**src/rtl/tick_period_meter_if.sv**
```systemverilog
// Result channel of the tick period meter: measured period plus mismatch flag,
// moved with a valid/ready handshake from the meter (master) to its consumer.
interface tick_period_meter_if #(
  parameter int WIDTH = 32
);
  logic [WIDTH-1:0] period_out;
  logic             period_err;
  logic             period_valid;
  logic             period_ready;

  modport master (
    output period_out,
    output period_err,
    output period_valid,
    input  period_ready
  );

  modport slave (
    input  period_out,
    input  period_err,
    input  period_valid,
    output period_ready
  );
endinterface

```
**src/rtl/tick_period_meter.sv**
```systemverilog
// Measures the cycle distance between pulse_in events and flags deviations from a programmed period.
// Result appears one edge after the event; a stalled consumer keeps the old result and new ones are dropped (sticky overrun).
module tick_period_meter #(
  parameter int WIDTH = 32
) (
  input  logic                 clk,
  input  logic                 reset,
  input  logic                 clear,
  input  logic                 pulse_in,
  input  logic                 exp_set,
  input  logic [WIDTH-1:0]     exp_val,
  input  logic [WIDTH-1:0]     timeout_val,
  tick_period_meter_if.master  res,
  output logic                 overrun,
  output logic                 timeout
);

  typedef enum logic {
    IDLE  = 1'b0,
    ARMED = 1'b1
  } state_t;

  state_t           state_q, state_d;
  logic [WIDTH-1:0] cnt_q, cnt_d;
  logic [WIDTH-1:0] exp_q, exp_d;
  logic [WIDTH-1:0] out_q, out_d;
  logic             err_q, err_d;
  logic             vld_q, vld_d;
  logic             ovr_q, ovr_d;
  logic             tmo_q, tmo_d;
  logic             result_new;
  logic [WIDTH-1:0] cnt_inc;

  // Saturate instead of wrapping so a very long gap never aliases to a short period.
  assign cnt_inc = (&cnt_q) ? cnt_q : cnt_q + WIDTH'(1);

  always_comb begin
    state_d    = state_q;
    cnt_d      = cnt_q;
    exp_d      = exp_set ? exp_val : exp_q;
    out_d      = out_q;
    err_d      = err_q;
    vld_d      = vld_q;
    ovr_d      = ovr_q;
    tmo_d      = tmo_q;
    result_new = 1'b0;

    case (state_q)
      IDLE: begin
        if (pulse_in) begin
          state_d = ARMED;
          cnt_d   = WIDTH'(1);
        end
      end
      ARMED: begin
        if (pulse_in) begin
          result_new = 1'b1;
          cnt_d      = WIDTH'(1);
        end else if ((timeout_val != '0) && (cnt_q == timeout_val)) begin
          tmo_d   = 1'b1;
          state_d = IDLE;
          cnt_d   = '0;
        end else begin
          cnt_d = cnt_inc;
        end
      end
    endcase

    if (vld_q && res.period_ready) begin
      vld_d = 1'b0;
    end
    // A result landing on a stalled slot is lost; one landing on a transfer replaces it.
    if (result_new) begin
      if (vld_q && !res.period_ready) begin
        ovr_d = 1'b1;
      end else begin
        out_d = cnt_q;
        err_d = (cnt_q != exp_q);
        vld_d = 1'b1;
      end
    end

    if (clear) begin
      state_d = IDLE;
      cnt_d   = '0;
      exp_d   = exp_q;
      out_d   = '0;
      err_d   = 1'b0;
      vld_d   = 1'b0;
      ovr_d   = 1'b0;
      tmo_d   = 1'b0;
    end
  end

  always_ff @(posedge clk or negedge reset) begin
    if (!reset) begin
      state_q <= IDLE;
      cnt_q   <= '0;
      exp_q   <= '0;
      out_q   <= '0;
      err_q   <= 1'b0;
      vld_q   <= 1'b0;
      ovr_q   <= 1'b0;
      tmo_q   <= 1'b0;
    end else begin
      state_q <= state_d;
      cnt_q   <= cnt_d;
      exp_q   <= exp_d;
      out_q   <= out_d;
      err_q   <= err_d;
      vld_q   <= vld_d;
      ovr_q   <= ovr_d;
      tmo_q   <= tmo_d;
    end
  end

  assign res.period_out   = out_q;
  assign res.period_err   = err_q;
  assign res.period_valid = vld_q;
  assign overrun          = ovr_q;
  assign timeout          = tmo_q;

endmodule

```
**src/flat_wrapper.sv**
```systemverilog
// flat-port wrapper written by rule: the top's interface ports become plain ports
module tick_period_meter_flat 
#(
  parameter int WIDTH = 32
)
  (clk, reset, clear, pulse_in, exp_set, exp_val, timeout_val, overrun, timeout, res_period_out, res_period_err, res_period_valid, res_period_ready);
  tick_period_meter_if #(.WIDTH(WIDTH)) res_i ();
  input  logic clk;
  input  logic reset;
  input  logic clear;
  input  logic pulse_in;
  input  logic exp_set;
  input  logic [WIDTH-1:0] exp_val;
  input  logic [WIDTH-1:0] timeout_val;
  output logic overrun;
  output logic timeout;
  output wire logic [$bits(res_i.period_out)-1:0] res_period_out;
  output wire logic [$bits(res_i.period_err)-1:0] res_period_err;
  output wire logic [$bits(res_i.period_valid)-1:0] res_period_valid;
  input wire logic [$bits(res_i.period_ready)-1:0] res_period_ready;
  assign res_period_out = res_i.period_out;
  assign res_period_err = res_i.period_err;
  assign res_period_valid = res_i.period_valid;
  assign res_i.period_ready = res_period_ready;
  tick_period_meter #(.WIDTH(WIDTH)) u_core (.clk(clk), .reset(reset), .clear(clear), .pulse_in(pulse_in), .exp_set(exp_set), .exp_val(exp_val), .timeout_val(timeout_val), .res(res_i), .overrun(overrun), .timeout(timeout));
endmodule
```
**config.mk**
```make
export PLATFORM = sky130hd
export DESIGN_NAME = tick_period_meter_flat
export DESIGN_NICKNAME = d
export VERILOG_FILES = /design/src/rtl/tick_period_meter_if.sv /design/src/rtl/tick_period_meter.sv /design/src/flat_wrapper.sv
export SDC_FILE = /design/constraint.sdc
export NUM_CORES = 1
export LEC_CHECK = 0
export CAP_MARGIN = 25
export CORE_UTILIZATION = 50
export CTS_CLUSTER_DIAMETER = 80
export CTS_CLUSTER_SIZE = 14
export DETAILED_ROUTE_END_ITERATION = 12
export PLACE_DENSITY = 0.77
export SLEW_MARGIN = 40
export SYNTH_ARGS = -nofsm -noshare
export SYNTH_HDL_FRONTEND = slang
export SYNTH_SLANG_ARGS = --single-unit
```
**constraint.sdc**
```tcl
create_clock -name clk -period 4.2 [get_ports clk]
set_clock_uncertainty 0.15 [all_clocks]
set_input_delay 0.63 -clock clk [delete_from_list [all_inputs] [get_ports clk]]
set_output_delay 0.63 -clock clk [all_outputs]
set_load 0.02 [all_outputs]
```
==> run summary <==
Yosys warnings = 0
setup TNS = 0 ps
VDD IR max = 0.238 mV
nets@finish = 732
Final Critical Period = 2870 ps
clk slew on worst S/H paths = 70 ps
Tcrit/Tclk final = 68.3%
total die area = 11,900 um^2
final hold violations = 0
CP Data Required Time = 4280 ps
hold slack = 171 ps
setup violators final = 0
antenna-violating nets left = 0
Max Root-Sink Buffers = 2
total CTS buffers = 9
Worst path max stage delay = 740 ps
Rows = 38
hold buffers post-CTS = 0
Design Power = 0.00221 W
DRC Markers = 0
CTS tree = yes
top_reg_cell synth = dfrtp_1
number of global-route vias before repair = 4,880
status = complete, no violations
CP cell instances = clkdlybuf4s50_1 > xor2_1 > nor4_1 > nand4_1 > or4_1 > o21ai_4 > o21ai_1
critical path class = input pin to flop
slew margin rel. = 52.5%
CP Capture Type = flop
Layout area overhead = 22.7%
static leakage = 2.88 nW
GRT Resource Usage Total = 29.9%
pin count of the biggest net entering global routing = 52
post-synthesis sequential area ratio = 44.0%
dpl cells = 790
max cap viols = 0
Synth Register Bits = 101
Syn Area/Cell = 9.84 um^2
Post-Synthesis Cells = 584
unrepaired setup endpoints after global routing = no
initial antenna violation count = 0
Via density = 6.14
layout cell share with drive strength beyond 1 = 13.4%
dpl ws = 1020 ps
vias = 4,949
synthesized cell area = 5740 um^2
CTS sink cnt = 101
PnR worst setup slack = 1330 ps
PortBufs = 105
Power Dens Cells = 313 nW/um^2
delay-heaviest family, CP = simple AND/OR/NAND/NOR gates
Worst-Margin Slew = 708 ps
total grt overflow = 0
EDFF count, synth = 0
Max FO, Critical Path = 9
Initial Util = 52.1%
Fmax = 349 MHz
clock root cell = clkbuf_16
Hold/Removal Path Class = input pin to asynchronous set/reset pin
max-slew violations = 0
syn_nets = 655
Critical Path Stages = 7
wire per inst = 21.0 um
asr flop ratio synth = 100%
post-CTS setup buffer count = 0
H-Tree Depth = 3
Critical Path AT = 2950 ps
Pre-Repair DR Iteration Count = 6
Slowest cell on crit path = or4_1
ANT cells = 0
Iter 0 DRT Violations = 419
die width = 109 um
DP HPWL = 12.2 mm
first-pass GRT wire length = 26.2 mm
crit start category = input pin
Routed WL = 16.9 mm
Worst Reg-to-Reg Cells = 7
GP Congestion = 0.949
later-pin clock latency in the skew report = 350 ps
Bufs and invs on worst path = 1
post-CTS resize count = 0
core area = 11,000 um^2
fin cells = 806
Ports = 106
Cell variety after synth = 65
Die Span Y = 109 um
[cell families after synthesis]
| family | share of synthesized area [%] |
|---|---|
| buffers and inverters | 5.88 |
| adders and majority gates | 0.218 |
| AOI/OAI and AO/OA | 10.9 |
| xor gates and xnor gates | 10.7 |
| DFF | 44.0 |
| muxes | 6.47 |
| and+or+nand+nor | 21.8 |
[final timing paths]
| check | from | end | slack (ps) |
|---|---|---|---|
| min in group clk | u_core.overrun | u_core.overrun | 360 |
| max reg2reg | u_core.cnt_q[0] | u_core.cnt_q[25] | 1400 |
| max in group asynchronous | reset | u_core.res.period_out[4] | 2900 |
| max | timeout_val[9] | u_core.cnt_q[22] | 1330 |
| min | reset | u_core.exp_q[29] | 170 |
| min reg2reg | u_core.overrun | u_core.overrun | 360 |
[registers in the layout, indices dropped and copies added (netlist names)]
signal and count:
u_core.timeout 1, u_core.exp_q 32, u_core.res.period_out 32, u_core.res.period_err 1
u_core.cnt_q 32, u_core.state_q 1, u_core.overrun 1, u_core.res.period_valid 1
[power breakdown]
group / internal, W / switching [W] / total [W] / leakage, nW
logic: 0.000148 / 0.000132 / 0.000280 / 1.40
registers: 0.00102 / 0.0000397 / 0.00106 / 1.34
clock network: 0.000471 / 0.000396 / 0.000867 / 0.149
total: 0.00164 / 0.000567 / 0.00221 / 2.88
[Yosys cell counts (all sizes together), types with 3 or more instances]
cell / number / area (um^2)
dfrtp: 101 / 2530
nand2: 89 / 337
xor2: 48 / 420
a21oi: 41 / 205
buf: 34 / 235
mux2: 33 / 372
nor4: 29 / 215
nand4: 23 / 165
xnor2: 22 / 193
nor2: 21 / 78.8
nor3: 16 / 95.1
o21ai: 16 / 91.3
clkbuf: 15 / 76.3
nand3: 13 / 70.1
inv: 7 / 26.3
a31o: 6 / 52.6
and2: 6 / 40.0
and3: 6 / 37.5
a31oi: 5 / 46.3
nor4b: 5 / 58.8
o31ai: 5 / 42.5
a22o: 4 / 35.0
and4: 4 / 41.3
or3: 4 / 25.0
a21o: 3 / 22.5
or4: 3 / 23.8
[placed cells by master (no fill, tap or decap), types with 2 or more instances in the layout]
cell type and count:
a211oi_1 2, a21o_1 3, a21oi_1 41, a22o_1 4, a31o_2 6, a31oi_1 4
a41o_1 2, a41oi_1 2, and2_1 4, and2_2 2, and3_1 6, and4_4 2
buf_4 11, clkbuf_16 9, clkdlybuf4s50_1 104, clkinv_4 2, dfrtp_1 101, inv_1 7
mux2_2 33, nand2_1 88, nand3_1 12, nand4_1 21, nor2_1 20, nor3_1 13
nor3_2 3, nor4_1 25, nor4_2 3, nor4b_1 4, o21ai_0 12, o21ai_1 3
o311a_1 2, o31ai_1 4, or3_1 4, or4_1 2, or4b_1 2, xnor2_1 22
xor2_1 48
[layer usage]
layer,global-route usage [%],wire [um],vias to the layer above
li1,-,-,2228
met1,39.9,7110,2424
met2,47.4,7780,255
met3,5.20,1450,42
met4,13.2,598,0
met5,0,0,-
[metrics by stage]
stage / instance area, um^2 / utilization, %
floorplan: 5740 / -
global placement: 6740 / 61.1
detailed placement: 6740 / 61.1
CTS: 7050 / 63.9
global route: 7050 / 63.9
finish: 7050 / 63.9
[final cells by class]
cell class | count | area [um^2]
clock buffers | 9 | 225
well taps | 140 | 175
clock inverters | 7 | 85.1
flip-flops and latches | 101 | 2530
multi-input cells | 427 | 2880
fillers | 938 | 3980
repair buffers | 115 | 1120
inverters | 7 | 26.3
No activity file was read; power rests on OpenSTA's default activity.
